--- src/rtl/id_match_counter_if.sv ---
// Bus for id_match_counter: the match flag and clear from the upstream side,
// plus the run status/statistics returned by the counter.
// Optional history read port is present only when ID_MATCH_HIST_EN is defined.
//
// Handshake: there is no ready. done is a one-cycle valid strobe. done_len,
// max_len and match_cnt are all stable while done is high, so a consumer
// must capture them in that cycle. done_len then holds until the next done.
interface id_match_counter_if #(
   parameter int CNT_W = 8,
   parameter int LEN_W = 4
) ();
   logic             clear;
   logic             id_hit;
   logic             busy;
   logic [CNT_W-1:0] match_cnt;
   logic [LEN_W-1:0] run_len;
   logic             done;
   logic [LEN_W-1:0] done_len;
   logic [LEN_W-1:0] max_len;
   logic             dbg_state;
`ifdef ID_MATCH_HIST_EN
   logic [1:0]       hist_idx;
   logic [LEN_W-1:0] hist_len;
   logic [2:0]       hist_cnt;

   modport master (
      output clear, id_hit, hist_idx,
      input  busy, match_cnt, run_len, done, done_len, max_len, dbg_state,
             hist_len, hist_cnt
   );
   modport slave (
      input  clear, id_hit, hist_idx,
      output busy, match_cnt, run_len, done, done_len, max_len, dbg_state,
             hist_len, hist_cnt
   );
`else
   modport master (
      output clear, id_hit,
      input  busy, match_cnt, run_len, done, done_len, max_len, dbg_state
   );
   modport slave (
      input  clear, id_hit,
      output busy, match_cnt, run_len, done, done_len, max_len, dbg_state
   );
`endif
endinterface

--- src/rtl/id_match_counter.sv ---
// id_match_counter: counts runs of the identifier FSM's match flag,
// measures each run's length, and reports per-run completion plus the
// longest run seen. All counters saturate rather than wrap.
// Optional feature macro ID_MATCH_HIST_EN adds a 4-entry history of
// completed run lengths (entry 0 = newest) with a registered read port.
module id_match_counter #(
   parameter int CNT_W = 8,
   parameter int LEN_W = 4
) (
   input  logic               clk,
   input  logic               rst_n,
   id_match_counter_if.slave  bus
);

   localparam logic [CNT_W-1:0] CNT_MAX = '1;
   localparam logic [LEN_W-1:0] LEN_MAX = '1;

   typedef enum logic {
      IDLE = 1'b0,
      RUN  = 1'b1
   } state_t;

   state_t           state;
   logic [CNT_W-1:0] match_cnt;
   logic [LEN_W-1:0] run_len;
   logic             done;
   logic [LEN_W-1:0] done_len;
   logic [LEN_W-1:0] max_len;

   // Run tracking FSM; clear wins over id_hit and drops any run in progress.
   always_ff @(posedge clk or negedge rst_n) begin
      if (!rst_n) begin
         state     <= IDLE;
         match_cnt <= '0;
         run_len   <= '0;
         done      <= 1'b0;
         done_len  <= '0;
         max_len   <= '0;
      end else if (bus.clear) begin
         state     <= IDLE;
         match_cnt <= '0;
         run_len   <= '0;
         done      <= 1'b0;
         done_len  <= '0;
         max_len   <= '0;
      end else begin
         done <= 1'b0;
         case (state)
            IDLE: begin
               if (bus.id_hit) begin
                  state   <= RUN;
                  run_len <= LEN_W'(1);
                  if (match_cnt != CNT_MAX) begin
                     match_cnt <= match_cnt + 1'b1;
                  end
               end
            end
            RUN: begin
               if (bus.id_hit) begin
                  if (run_len != LEN_MAX) begin
                     run_len <= run_len + 1'b1;
                  end
               end else begin
                  state    <= IDLE;
                  done     <= 1'b1;
                  done_len <= run_len;
                  max_len  <= (run_len > max_len) ? run_len : max_len;
                  run_len  <= '0;
               end
            end
            default: state <= IDLE;
         endcase
      end
   end

   assign bus.busy      = (state == RUN);
   assign bus.dbg_state = logic'(state);
   assign bus.match_cnt = match_cnt;
   assign bus.run_len   = run_len;
   assign bus.done      = done;
   assign bus.done_len  = done_len;
   assign bus.max_len   = max_len;

`ifdef ID_MATCH_HIST_EN
   logic [LEN_W-1:0] hist_mem [4];
   logic [2:0]       hist_cnt;
   logic [LEN_W-1:0] hist_len;
   logic             run_end;

   // Same condition that raises done on this edge.
   assign run_end = (state == RUN) && !bus.id_hit && !bus.clear;

   // History shift register (newest at 0) and registered read port.
   always_ff @(posedge clk or negedge rst_n) begin
      if (!rst_n) begin
         for (int i = 0; i < 4; i++) hist_mem[i] <= '0;
         hist_cnt <= '0;
         hist_len <= '0;
      end else if (bus.clear) begin
         for (int i = 0; i < 4; i++) hist_mem[i] <= '0;
         hist_cnt <= '0;
         hist_len <= '0;
      end else begin
         if (run_end) begin
            hist_mem[0] <= run_len;
            for (int i = 1; i < 4; i++) hist_mem[i] <= hist_mem[i-1];
            if (hist_cnt != 3'd4) begin
               hist_cnt <= hist_cnt + 1'b1;
            end
         end
         hist_len <= ({1'b0, bus.hist_idx} < hist_cnt) ? hist_mem[bus.hist_idx] : '0;
      end
   end

   assign bus.hist_cnt = hist_cnt;
   assign bus.hist_len = hist_len;
`endif

endmodule

--- src/flat_wrapper.sv ---
// flat-port wrapper written by rule: the top's interface ports become plain ports
module id_match_counter_flat 
#(
   parameter int CNT_W = 8,
   parameter int LEN_W = 4
)
  (clk, rst_n, bus_clear, bus_id_hit, bus_busy, bus_match_cnt, bus_run_len, bus_done, bus_done_len, bus_max_len, bus_dbg_state);
  id_match_counter_if #(.CNT_W(CNT_W), .LEN_W(LEN_W)) bus_i ();
  input  logic clk;
  input  logic rst_n;
  input wire logic [$bits(bus_i.clear)-1:0] bus_clear;
  input wire logic [$bits(bus_i.id_hit)-1:0] bus_id_hit;
  output wire logic [$bits(bus_i.busy)-1:0] bus_busy;
  output wire logic [$bits(bus_i.match_cnt)-1:0] bus_match_cnt;
  output wire logic [$bits(bus_i.run_len)-1:0] bus_run_len;
  output wire logic [$bits(bus_i.done)-1:0] bus_done;
  output wire logic [$bits(bus_i.done_len)-1:0] bus_done_len;
  output wire logic [$bits(bus_i.max_len)-1:0] bus_max_len;
  output wire logic [$bits(bus_i.dbg_state)-1:0] bus_dbg_state;
  assign bus_i.clear = bus_clear;
  assign bus_i.id_hit = bus_id_hit;
  assign bus_busy = bus_i.busy;
  assign bus_match_cnt = bus_i.match_cnt;
  assign bus_run_len = bus_i.run_len;
  assign bus_done = bus_i.done;
  assign bus_done_len = bus_i.done_len;
  assign bus_max_len = bus_i.max_len;
  assign bus_dbg_state = bus_i.dbg_state;
  id_match_counter #(.CNT_W(CNT_W), .LEN_W(LEN_W)) u_core (.clk(clk), .rst_n(rst_n), .bus(bus_i));
endmodule
--- config.mk ---
export PLATFORM = sky130hd
export DESIGN_NAME = id_match_counter_flat
export DESIGN_NICKNAME = d
export VERILOG_FILES = /design/src/rtl/id_match_counter_if.sv /design/src/rtl/id_match_counter.sv /design/src/flat_wrapper.sv
export SDC_FILE = /design/constraint.sdc
export NUM_CORES = 1
export LEC_CHECK = 0
export ABC_AREA = 1
export ABC_CLOCK_PERIOD_IN_PS = 3060
export CAP_MARGIN = 40
export CORE_AREA = 2 2 52 54
export CTS_CLUSTER_DIAMETER = 200
export DETAILED_ROUTE_END_ITERATION = 8
export DIE_AREA = 0 0 54 56
export PLACE_DENSITY_LB_ADDON = 0.25
export SLEW_MARGIN = 20
export SYNTH_ARGS = -nofsm -noshare
export SYNTH_HDL_FRONTEND = slang
export SYNTH_SLANG_ARGS = --single-unit
export TNS_END_PERCENT = 100
--- constraint.sdc ---
create_clock -name clk -period 3.06 [get_ports clk]
set_input_delay 0.612 -clock clk [delete_from_list [all_inputs] [get_ports clk]]
set_output_delay 0.612 -clock clk [all_outputs]
set_load 0.02 [all_outputs]
# After elaboration in Yosys (flattened, before gate mapping)
# Index checks and enable logic that the tools add are counted.
# totals
word_cells	45
reg_bits	22
inputBits	4
out_inout_bits	23
# classes
addsub	2
order_cmp	1
reduce_logical	8
eq_ne	6
bitwise	1
muxes	21
# op_table
cell	count
$mux W4	11
$mux W8	4
$add A8 B1 Y8 const B	1
$ne A4 B4 Y1 const B	2
$ne A8 B8 Y1 const B	1
$pmux W4 S2	1
$reduce_bool A2 Y1	4
$reduce_and A3 Y1	2
$mux W1	5
$add A4 B1 Y4 const B	1
$gt A4 B4 Y1	1
$ne A2 B2 Y1 const B	2
$reduce_and A2 Y1	2
$ne A3 B3 Y1 const B	1
$not A1 Y1	1

# Depth between registers and ports, before layout
# logic_depth
depth_word	5
mapped_depth	12
ltp_nobuf	12

# Least setup slack after synthesis
# Ideal clock, no wire load.
# synth_path
path_kind	reg2reg
start	register u_core.max_len[3], in the netlist u_core.bus.max_len[3]
end	register u_core.max_len[0], in the netlist u_core.bus.max_len[0]
t_required_ps	2943
n_path_buf	0
t_arrival_ps	1335
synth_period_minus_slack_ps	1452
setup_ps	117
stages_incl_launch_ff	12
setup_slack_ps	1608
cell_sequence	dfrtp_1 -> inv_1 -> ha_1 -> nand2_1 -> inv_1 -> nand2_1 -> nand2_1 -> nand2_1 -> nand2_1 -> nand2_1 -> nand2_1 -> nand2_1
# synth_between
elab_chain_len	3
# synth_rtl
item	line_no	text
start: declaration	id_match_counter.sv:28	logic [LEN_W-1:0] max_len;
start signal: assignment	id_match_counter.sv:67	max_len <= (run_len > max_len) ? run_len : max_len;
$gt A4 B4 Y1	id_match_counter.sv:67	
$reduce_bool A2 Y1 (no line)	-	
$reduce_and A3 Y1 (no line)	-	
# Every way passes these cells.
# A chain may end at the register's enable or synchronous reset.

# Worst setup path after layout
# layout_path
start	register u_core.state, in the netlist u_core.bus.busy
end	output bus_busy
# layout_lines
item	line_no	text
start: declaration	id_match_counter.sv:23	state_t state;
start signal: assignment	id_match_counter.sv:33	state <= IDLE;
start signal: assignment	id_match_counter.sv:40	state <= IDLE;
start signal: assignment	id_match_counter.sv:51	state <= RUN;
end: declaration	flat_wrapper.sv:13	output wire logic [$bits(bus_i.busy)-1:0] bus_busy;
# No word-level cell between the ends.

==> impl_metrics.tcl <==
set metrics [dict create \
    place_inst 210 \
    cellPowerDensity_mw_per_mm2 346 \
    cts_max_level 1 \
    synth-main-ff-cell "dfrtp_1" \
    cts_buffer_depth 2 \
    final_cells 213 \
    nNetsFinal 195 \
    synth_top_area_share_pct 44.0 \
    p_seq_share_pct 57.4 \
    cts-root-buf "clkbuf_4" \
    power_uw 540 \
    gp_congestion 0.811 \
    fin_ws_ns 0.982 \
    power_switching_share_pct 28.8 \
    cts_tree "built" \
    syn_area_per_cell_um2 8.06 \
    grt_pass1_vias 1024 \
    irDropWorstVdd_v 0.000221 \
    ant_nets 0 \
    clock_skew_ns 0.00698 \
    rsz0062_at_grt "false" \
    port_buffers 26 \
    tightest_slew_ns 0.583 \
    coreArea_mm2 0.00243 \
    yosysWarnings 0 \
    synth_edf_count 0 \
    crit_type "flop to output port" \
    start_util_pct 51.4 \
    hold_viol_final 0 \
    cts.sinks 22 \
    grt_overflow 0 \
    synth-seq-cells 22 \
    critPathMaxFanout 6 \
    synth_fp_nets 165 \
    p_clk_share_pct 23.6 \
    grt_start_max_net_pins 23 \
    cts_resized 0 \
    drive_gt1_share_pct 9.84 \
    cp.arrival_ns 1.47 \
    area_growth_pct 24.7 \
    maxSlewViolCount 0 \
    outcome "finished clean" \
    synth_area_mm2 0.00125 \
    cts-buffers-inserted 3 \
    ioPinCount 27 \
    die_h_um 56 \
    drt_drc_violations_left 0 \
    path_cells "clkdlybuf4s50_1" \
    start_kind "flop" \
    timing.fmax_ghz 0.481 \
    synth_cell_types 23 \
    maxCapViolCount 0 \
    cell_internal_pwr_uw 384 \
    max_slew_margin_pct 61.0 \
    rows 18 \
    die_w_um 54 \
    yosys.area.top_type "dfrtp_1" \
    tns_ns 0 \
    grt_pass1_wl_um 4410 \
    synthArstFlopShare_pct 100 \
    grt_usage_pct 19.6 \
    post_cts.repair.setup_buffers 0 \
    die_area_mm2 0.00302 \
    cts_hold_buf 0 \
    p_leak_uw 0.000746 \
    crit_required_ns 2.45 \
    combPwrFrac_pct 19.0 \
    min_path_type "flop to flop" \
    routed_wirelength_um 2530 \
    setup_viol 0 \
    grt_antenna_before_repair 0 \
    cpMaxStageDelayCell "clkdlybuf4s50_1" \
    num_antenna_cells 0 \
    fin_crit_ns 2.08 \
    vias 1098 \
    post-route-period-util_pct 67.9 \
    wl_per_cell_um 11.9 \
    clk_pin_slew_ns 0.11 \
    post-place-ws_ns 0.771 \
    synth_area_leaders "dfrtp_1 (44%), nand2_1 (13%), ha_1 (6.0%), inv_1 (5.7%), nor2_1 (4.2%)" \
    nFillCells 217 \
    synth.most_common_cell "nand2_1" \
    power.switching_uw 155 \
    clkLatencyLatePin_ns 0.30 \
    viasPerCell 5.15 \
    syn-instance-count 155 \
    max_stage_delay_ns 0.66 \
    drt_iter0_drc 28 \
    endpoint_kind "output port" \
    crit_buf_inv 1 \
    ys_top_cells_by_count "nand2_1 (43), dfrtp_1 (22), inv_1 (19)" \
    crit_family "buffers and inverters" \
    drt-pass1-iter-count 4 \
    dp_hpwl_um 1990 \
    yosysSeqAreaShare_pct 44.0 \
]
-- power groups by stage --
stage	clock [uW]	sequential (uW)	combinational (uW)
4_1_cts	134	310	103
5_1_grt	146	312	115
2_1_floorplan	0	325	53.2
3_3_place_gp	0	315	101
6_report	127	310	102
3_5_place_dp	0	315	103
-- placed cells by master, fill, tap and decap left out --
cell type and instances:
dfrtp_1 22, xor2_1 1, nand2_2 1, nor3_1 1
inv_2 3, nand4_1 6, nand2_1 43, xnor2_1 1
ha_1 6, nor2_4 3, nor2_1 14, nor2_2 1
nor3_2 1, o21ai_2 3, a21oi_1 5, buf_4 1
clkbuf_4 3, nand3_1 10, a21oi_4 1, nor2_8 1
o21ai_1 3, o21ai_0 8, clkdlybuf4s50_1 26, inv_1 19
-- state kept, by name, summed over array words and instances (netlist names) --
signal,cells
u_core.bus.done,1
u_core.bus.match_cnt,8
u_core.bus.max_len,4
u_core.bus.busy,1
u_core.bus.run_len,4
u_core.bus.done_len,4
-- layer usage --
metal	vias up	global-route usage, %	part of all wire (%)	wire [um]
met4	0	10.0	2.9	74
met3	8	3.76	4.2	105
li1	554	-	-	-
met5	-	0	0	0
met1	506	24.3	42	1070
met2	30	31.4	51	1280
-- worst paths after layout --
| check | from | end | slack (ns) | depth (start not counted) |
|---|---|---|---|---|
| max in group asynchronous | rst_n | u_core.bus.match_cnt[5]$_DFFE_PN0P_ | 2.20 | 2 |
| worst max-delay path | u_core.bus.busy$_DFF_PN0_ | bus_busy | 0.98 | 1 |
| worst min register to register | u_core.bus.done_len[0]$_DFFE_PN0P_ | u_core.bus.done_len[0]$_DFFE_PN0P_ | 0.52 | 2 |
| min in group asynchronous | rst_n | u_core.bus.match_cnt[1]$_DFFE_PN0P_ | 0.64 | 2 |
| worst max register to register | u_core.bus.run_len[3]$_DFFE_PN0P_ | u_core.bus.max_len[3]$_DFFE_PN0P_ | 1.55 | 10 |
| worst min-delay path | u_core.bus.done_len[0]$_DFFE_PN0P_ | u_core.bus.done_len[0]$_DFFE_PN0P_ | 0.52 | 2 |
-- final cells by class --
type / instances / area [um^2] / share of cell area [%]
multi-input combinational: 109 / 598 / 38.4
sequential: 22 / 551 / 35.3
timing repair buffer: 27 / 268 / 17.2
inverter: 22 / 82.6 / 5.30
tap: 30 / 37.5 / 2.41
clock buffer: 3 / 22.5 / 1.44
-- worst register-to-register path, cell delays in order (launching register included) --
cell and delay, ns:
dfrtp_1 0.45, ha_1 0.31, nand2_1 0.05, inv_1 0.06, nand2_1 0.05, nand2_1 0.07
nand2_1 0.06, nand2_1 0.11, nand2_1 0.12, nand2_1 0.09, nand2_1 0.05
-- through the flow --
stage	area, um^2	hold slack [ns]	util [%]
floorplan	1250	0.316	-
global placement	1540	0.495	63.2
detailed placement	1540	0.504	63.2
CTS	1560	0.531	64.1
global route	1560	0.563	64.1
finish	1560	0.524	64.1
-- cell families after synthesis --
logic type | after synthesis | share of synthesized area (%)
AND/OR/NAND/NOR | 81 | 30.6
XOR/XNOR | 2 | 1.40
buffers and inverters | 24 | 8.11
adder cells (fa/ha/maj) | 6 | 6.01
flip-flops | 22 | 44.0
AO/OA/AOI/OAI | 20 | 9.81
Note: power is estimated with default switching activity, not from simulation.
